$ cat config.mk
export PLATFORM = sky130hd
export DESIGN_NAME = cpstr_wordasm_flat
export DESIGN_NICKNAME = d
export VERILOG_FILES = /design/src/rtl/cpstr_wordasm_if.sv /design/src/rtl/cpstr_wordasm.sv /design/src/flat_wrapper.sv
export SDC_FILE = /design/constraint.sdc
export NUM_CORES = 1
export LEC_CHECK = 0
export BUFFER_PORTS_ARGS = -buffer_cell sky130_fd_sc_hd__clkbuf_2
export CAP_MARGIN = 10
export CORE_ASPECT_RATIO = 0.8
export CORE_MARGIN = 4
export CORE_UTILIZATION = 47
export CTS_CLUSTER_SIZE = 40
export DETAILED_ROUTE_END_ITERATION = 8
export GPL_ROUTABILITY_DRIVEN = 0
export PLACE_DENSITY = 0.75
export SLEW_MARGIN = 20
export SYNTH_ARGS = -nofsm -noshare
export SYNTH_HDL_FRONTEND = slang
export SYNTH_SLANG_ARGS = --single-unit
export TNS_END_PERCENT = 10
$ cat constraint.sdc
create_clock -name clk -period 1.8 [get_ports clk]
set_input_delay 0.36 -clock clk [delete_from_list [all_inputs] [get_ports clk]]
set_output_delay 0.36 -clock clk [all_outputs]
set_load 0.05 [all_outputs]
$ cat src/rtl/cpstr_wordasm_if.sv
// Stream bundle between the control port de-escaper, the word assembler and the command decoder.
// master drives the byte/escape streams and the downstream ready; slave is the assembler.
interface cpstr_wordasm_if #(
  parameter int WORD_BYTES = 4,
  parameter int ERR_W      = 8
);
  logic [7:0]              i_data;
  logic                    i_valid;
  logic                    o_ready;
  logic [7:0]              i_esc_data;
  logic                    i_esc_valid;
  logic                    o_esc_ready;
  logic [8*WORD_BYTES-1:0] o_word;
  logic                    o_sof;
  logic                    o_valid;
  logic                    i_ready;
  logic [ERR_W-1:0]        o_err_cnt;

  modport master (
    output i_data, i_valid, i_esc_data, i_esc_valid, i_ready,
    input  o_ready, o_esc_ready, o_word, o_sof, o_valid, o_err_cnt
  );

  modport slave (
    input  i_data, i_valid, i_esc_data, i_esc_valid, i_ready,
    output o_ready, o_esc_ready, o_word, o_sof, o_valid, o_err_cnt
  );
endinterface

$ cat src/rtl/cpstr_wordasm.sv
// Packs de-escaped control port bytes little-endian into words, framed by the SOF escape.
// Optional protocol error counter enabled by macro CPSTR_WORDASM_ERRCNT_EN.
module cpstr_wordasm #(
  parameter int         WORD_BYTES = 4,
  parameter logic [7:0] ESC_SOF    = 8'h53,
  parameter int         ERR_W      = 8
) (
  input  logic              clk,
  input  logic              rst,
  cpstr_wordasm_if.slave    bus
);

  localparam int              CW   = $clog2(WORD_BYTES);
  localparam logic [CW-1:0]   LAST = CW'(WORD_BYTES - 1);

  logic [8*(WORD_BYTES-1)-1:0] asm_data_r;
  logic [CW-1:0]               cnt_r;
  logic                        sof_pend_r;
  logic [8*WORD_BYTES-1:0]     out_word_r;
  logic                        out_sof_r;
  logic                        out_valid_r;

  logic ready_s;
  logic byte_acc_s;
  logic esc_acc_s;
  logic is_sof_s;
  logic load_s;

  // Handshake decode; escapes win over bytes and a full output only admits a completing byte while it drains
  always_comb begin
    ready_s    = !bus.i_esc_valid && ((cnt_r != LAST) || !out_valid_r || bus.i_ready);
    esc_acc_s  = bus.i_esc_valid;
    byte_acc_s = bus.i_valid && ready_s;
    is_sof_s   = (bus.i_esc_data == ESC_SOF);
    load_s     = byte_acc_s && (cnt_r == LAST);
  end

  // Assembly lanes, byte counter and pending start-of-frame flag
  always_ff @(posedge clk or posedge rst) begin
    if (rst) begin
      asm_data_r <= '0;
      cnt_r      <= '0;
      sof_pend_r <= 1'b0;
    end else if (esc_acc_s) begin
      if (is_sof_s) begin
        cnt_r      <= '0;
        sof_pend_r <= 1'b1;
      end else begin
        cnt_r      <= cnt_r;
        sof_pend_r <= sof_pend_r;
      end
    end else if (byte_acc_s) begin
      if (cnt_r == LAST) begin
        cnt_r      <= '0;
        sof_pend_r <= 1'b0;
      end else begin
        asm_data_r[{cnt_r, 3'b000} +: 8] <= bus.i_data;
        cnt_r                            <= cnt_r + 1'b1;
      end
    end else begin
      cnt_r      <= cnt_r;
      sof_pend_r <= sof_pend_r;
    end
  end

  // Output holding register; a reload in the draining cycle keeps valid high with no bubble
  always_ff @(posedge clk or posedge rst) begin
    if (rst) begin
      out_word_r  <= '0;
      out_sof_r   <= 1'b0;
      out_valid_r <= 1'b0;
    end else if (load_s) begin
      out_word_r  <= {bus.i_data, asm_data_r};
      out_sof_r   <= sof_pend_r;
      out_valid_r <= 1'b1;
    end else if (bus.i_ready) begin
      out_valid_r <= 1'b0;
    end else begin
      out_valid_r <= out_valid_r;
    end
  end

`ifdef CPSTR_WORDASM_ERRCNT_EN
  logic             err_s;
  logic [ERR_W-1:0] err_cnt_r;

  // Unknown escape, or SOF that discards a partial word
  always_comb begin
    err_s = esc_acc_s && (!is_sof_s || (cnt_r != '0));
  end

  // Saturating protocol error counter
  always_ff @(posedge clk or posedge rst) begin
    if (rst) begin
      err_cnt_r <= '0;
    end else if (err_s && (err_cnt_r != {ERR_W{1'b1}})) begin
      err_cnt_r <= err_cnt_r + 1'b1;
    end else begin
      err_cnt_r <= err_cnt_r;
    end
  end

  assign bus.o_err_cnt = err_cnt_r;
`else
  assign bus.o_err_cnt = '0;
`endif

  assign bus.o_ready     = ready_s;
  assign bus.o_esc_ready = 1'b1;
  assign bus.o_word      = out_word_r;
  assign bus.o_sof       = out_sof_r;
  assign bus.o_valid     = out_valid_r;

endmodule
$ cat src/flat_wrapper.sv
// flat-port wrapper written by rule: the top's interface ports become plain ports
module cpstr_wordasm_flat 
#(
  parameter int         WORD_BYTES = 4,
  parameter logic [7:0] ESC_SOF    = 8'h53,
  parameter int         ERR_W      = 8
)
  (clk, rst, bus_i_data, bus_i_valid, bus_i_esc_data, bus_i_esc_valid, bus_i_ready, bus_o_ready, bus_o_esc_ready, bus_o_word, bus_o_sof, bus_o_valid, bus_o_err_cnt);
  cpstr_wordasm_if #(.WORD_BYTES(WORD_BYTES), .ERR_W(ERR_W)) bus_i ();
  input  logic clk;
  input  logic rst;
  input wire logic [$bits(bus_i.i_data)-1:0] bus_i_data;
  input wire logic [$bits(bus_i.i_valid)-1:0] bus_i_valid;
  input wire logic [$bits(bus_i.i_esc_data)-1:0] bus_i_esc_data;
  input wire logic [$bits(bus_i.i_esc_valid)-1:0] bus_i_esc_valid;
  input wire logic [$bits(bus_i.i_ready)-1:0] bus_i_ready;
  output wire logic [$bits(bus_i.o_ready)-1:0] bus_o_ready;
  output wire logic [$bits(bus_i.o_esc_ready)-1:0] bus_o_esc_ready;
  output wire logic [$bits(bus_i.o_word)-1:0] bus_o_word;
  output wire logic [$bits(bus_i.o_sof)-1:0] bus_o_sof;
  output wire logic [$bits(bus_i.o_valid)-1:0] bus_o_valid;
  output wire logic [$bits(bus_i.o_err_cnt)-1:0] bus_o_err_cnt;
  assign bus_i.i_data = bus_i_data;
  assign bus_i.i_valid = bus_i_valid;
  assign bus_i.i_esc_data = bus_i_esc_data;
  assign bus_i.i_esc_valid = bus_i_esc_valid;
  assign bus_i.i_ready = bus_i_ready;
  assign bus_o_ready = bus_i.o_ready;
  assign bus_o_esc_ready = bus_i.o_esc_ready;
  assign bus_o_word = bus_i.o_word;
  assign bus_o_sof = bus_i.o_sof;
  assign bus_o_valid = bus_i.o_valid;
  assign bus_o_err_cnt = bus_i.o_err_cnt;
  cpstr_wordasm #(.WORD_BYTES(WORD_BYTES), .ESC_SOF(ESC_SOF), .ERR_W(ERR_W)) u_core (.clk(clk), .rst(rst), .bus(bus_i));
endmodule
==> impl_metrics.py <==
metrics = {
    "global_route": {
        "antenna_found_initial": 0,
        "gr-usage-all-layers_pct": 17.1,
        "grt_max_degree": 62,
        "grt-busiest-layer": "met2",
        "grt_util_met1_pct": 22.6,
        "use_met2_pct": 27.5,
        "grt_pass1_vias": 1783,
        "met3_usage_pct": 5.46,
        "grt_pass1_wl_um": 8780,
        "overflow": 0,
    },
    "clock_tree": {
        "cts.htree.levels": 3,
        "cts_root_buf": "clkbuf_8",
        "clk_latency_ns": 0.33,
        "clock_sinks": 61,
        "ctsLongestPathBuffers": 2,
        "clk_pin_slew_ns": 0.07,
        "tritoncts": "built",
        "cts_buffers": 9,
    },
    "setup_path": {
        "crit_chain": "ha_2 -> and3b_1 -> nor2_2 -> clkbuf_8",
        "worstSetupPathType": "flip-flop to primary output",
        "worstPathMaxFanout": 4,
        "cp_slowest_cell": "dfrtp_1",
        "required_ns": 1.44,
        "reg2reg_slack_ns": 0.16,
        "critPathLaunchType": "flip-flop",
        "worstRegToRegCells": 6,
        "arrival_ns": 1.43,
        "cp-end-kind": "primary output",
        "cp_slowest_stage_delay_ns": 0.39,
    },
    "route": {
        "first_iter_violations": 90,
        "drc": 0,
        "wl_um": 5110,
        "wl_per_cell_um": 15.3,
        "vias_per_cell": 5.11,
        "ant_nets": 0,
        "drtPass1Iterations": 4,
        "routed-via-count": 1706,
    },
    "floorplanning": {
        "chipWidth_um": 90.6,
        "core-area_mm2": 0.00515,
        "num_io_pins": 65,
        "start_util_pct": 49.8,
        "die_h_um": 74.1,
        "dieArea_mm2": 0.00672,
        "rows": 23,
    },
    "worst_hold_path": {
        "hold_class": "primary input to asynchronous set/reset pin",
    },
    "logic_synthesis": {
        "synth.area.top_cells": "dfrtp_1 (59%), mux2_2 (9.2%), mux2_1 (5.3%), nand2_1 (4.8%), o21ai_0 (3.5%)",
        "synthArstFlopShare_pct": 100,
        "ys_seq_area_share_pct": 59.5,
        "synth_compound_area_share_pct": 7.21,
        "ys.flop_type": "dfrtp_1",
        "synth-edff-count": 0,
        "synth_xor_area_share_pct": 0,
        "yosysTopAreaCell": "dfrtp_1",
        "synth_cell_types": 27,
        "synthAdderAreaFrac_pct": 2.44,
        "synth_top_area_share_pct": 59.5,
        "netlist_instances": 199,
        "synth_top_family_by_area": "multiplexers",
        "synth_area_mm2": 0.00257,
        "ys_seq_elements": 61,
        "synth_simple_gate_area_share_pct": 11.3,
        "synthMuxAreaShare_pct": 14.5,
        "ys_warn_count": 0,
        "synth_area_per_cell_um2": 12.9,
    },
    "sta": {
        "skew_ns": 0.00800,
        "rsz0062_at_grt": "yes",
        "final.setup.tns_ns": 0,
        "max_freq_ghz": 0.558,
        "finalMaxSlewViolations": 0,
        "hold_violations": 0,
        "setup_viol": 0,
        "fin_crit_ns": 1.79,
        "post-route-period-util_pct": 99.6,
    },
    "placement": {
        "io_buffer_count": 55,
        "place_hpwl_um": 3610,
    },
    "pwr": {
        "p_sw_share_pct": 39.2,
        "p_switching_mw": 1.76,
        "power_density_mw_per_mm2": 1430,
        "p_comb_share_pct": 34.1,
        "power_mw": 4.49,
        "seq_power_share_pct": 41.9,
        "vdd_drop_max_mv": 1.02,
        "power.internal_mw": 2.73,
        "p_clk_share_pct": 24.0,
        "p_leak_nw": 1.63,
    },
    "finish": {
        "area_growth_syn_to_layout_pct": 22.2,
        "multiInputGateArea_um2": 947,
        "diodes": 0,
        "final_nets": 293,
        "fill_cells": 426,
        "seqCellArea_mm2": 0.00153,
        "drive_gt1_share_pct": 39.7,
    },
    "run_status": {
        "status": "finished, final reports clean",
    },
    "run": {
        "maxCapViolCount": 0,
    },
}
## path summary, 6_finish.rpt
check	endpoint	start
worst min-delay path	u_core.bus.o_valid$_DFFE_PP0P_	rst
min in group clk	u_core.asm_data_r[20]$_DFFE_PP0P_	bus_i_data[4]
worst min register to register	u_core.asm_data_r[8]$_DFFE_PP0P_	u_core.asm_data_r[8]$_DFFE_PP0P_
worst max-delay path	bus_o_ready	u_core.cnt_r[0]$_DFFE_PP0P_
max in group asynchronous	u_core.bus.o_sof$_DFFE_PP0P_	rst
worst max register to register	u_core.asm_data_r[9]$_DFFE_PP0P_	u_core.cnt_r[0]$_DFFE_PP0P_
## layer usage
layer  up-vias  wire [um]
met3         5        297
met4         0         39
met1       842       2400
li1        811          -
met2        48       2370
met5         -          0
## what timing repair did
action | 4_1_cts | 5_1_grt
pin swaps | 0 | 1
hold buffers | 0 | 0
gates resized for setup | 3 | 0
endpoints found under the setup margin | 1 | 9
gates cloned | 0 | 0
setup buffers | 2 | 1
## area by class of cell
cell class              instances  share of cell area, %
well taps                      62                   2.47
repair buffers                 66                   12.5
multi-input cells             126                   30.2
flip-flops and latches         61                   48.7
inverters                       3                  0.479
clock inverters                 3                  0.638
clock buffers                  13                   5.07
## registers in the layout, summed over array words and instances, names as in the netlist
| signal | count |
|---|---|
| u_core.asm_data_r | 24 |
| u_core.bus.o_sof | 1 |
| u_core.cnt_r | 2 |
| u_core.bus.o_valid | 1 |
| u_core.bus.o_word | 32 |
| u_core.sof_pend_r | 1 |
## kinds of logic after synthesis
kind of cell | after synthesis
compound gates | 29
fa+ha+maj | 5
buf+inv | 19
flops | 61
mux | 33
other cells | 2
simple gates | 50
## stage by stage
stage                     worst slack (ns)  util, %  cells  area (um2)  hold slack (ns)
after global routing               -0.0516     60.9    334        3140            0.119
after CTS                         0.000755     60.7    333        3130           0.0982
final                              0.00657     60.9    334        3140           0.0932
after detailed placement             0.100     56.8    315        2920            0.462
after global placement               0.179     56.8    315        2920            0.456
after floorplan                     0.0313        -    206        2600            0.444
## placed cells by master, fill, tap and decap left out, drive strengths merged
master / count
and3: 1
nand2: 33
inv: 2
nand3: 2
clkinv: 1
dfrtp: 61
conb: 9
mux2: 33
nor2b: 1
nor2: 1
nor4b: 1
nor4: 1
clkinvlp: 3
nor3b: 1
a22o: 8
clkbuf: 68
nand2b: 3
o32ai: 2
nand4bb: 4
and3b: 2
a21o: 1
o21ai: 18
buf: 11
ha: 5
## worst max-delay path, delay by kind of cell, from the launching register on
family	cells	cell delay, ns
DFF	1	0.39
and+or+nand+nor	2	0.32
adders and majority gates	1	0.21
buffers and inverters	1	0.18
## cell usage after synthesis (2+ instances only)
cell type	instances
buf_4	10
inv_1	3
clkbuf_1	2
a22o_1	8
o21ai_0	18
conb_1	2
buf_6	2
nand4bb_1	4
nand2_1	33
o32ai_1	2
dfrtp_1	61
nand2b_1	3
ha_1	5
and3b_1	2
mux2_1	12
mux2_2	21
## power by group through the flow
stage	Clock (mW)	Combinational, mW	Sequential [mW]
floorplan	0	0.525	2.50
global placement	0	1.48	1.90
detailed placement	0	1.51	1.91
CTS	1.11	1.54	1.89
global route	1.18	1.64	1.92
finish	1.08	1.53	1.88
Power figures use the tool's default switching activity.
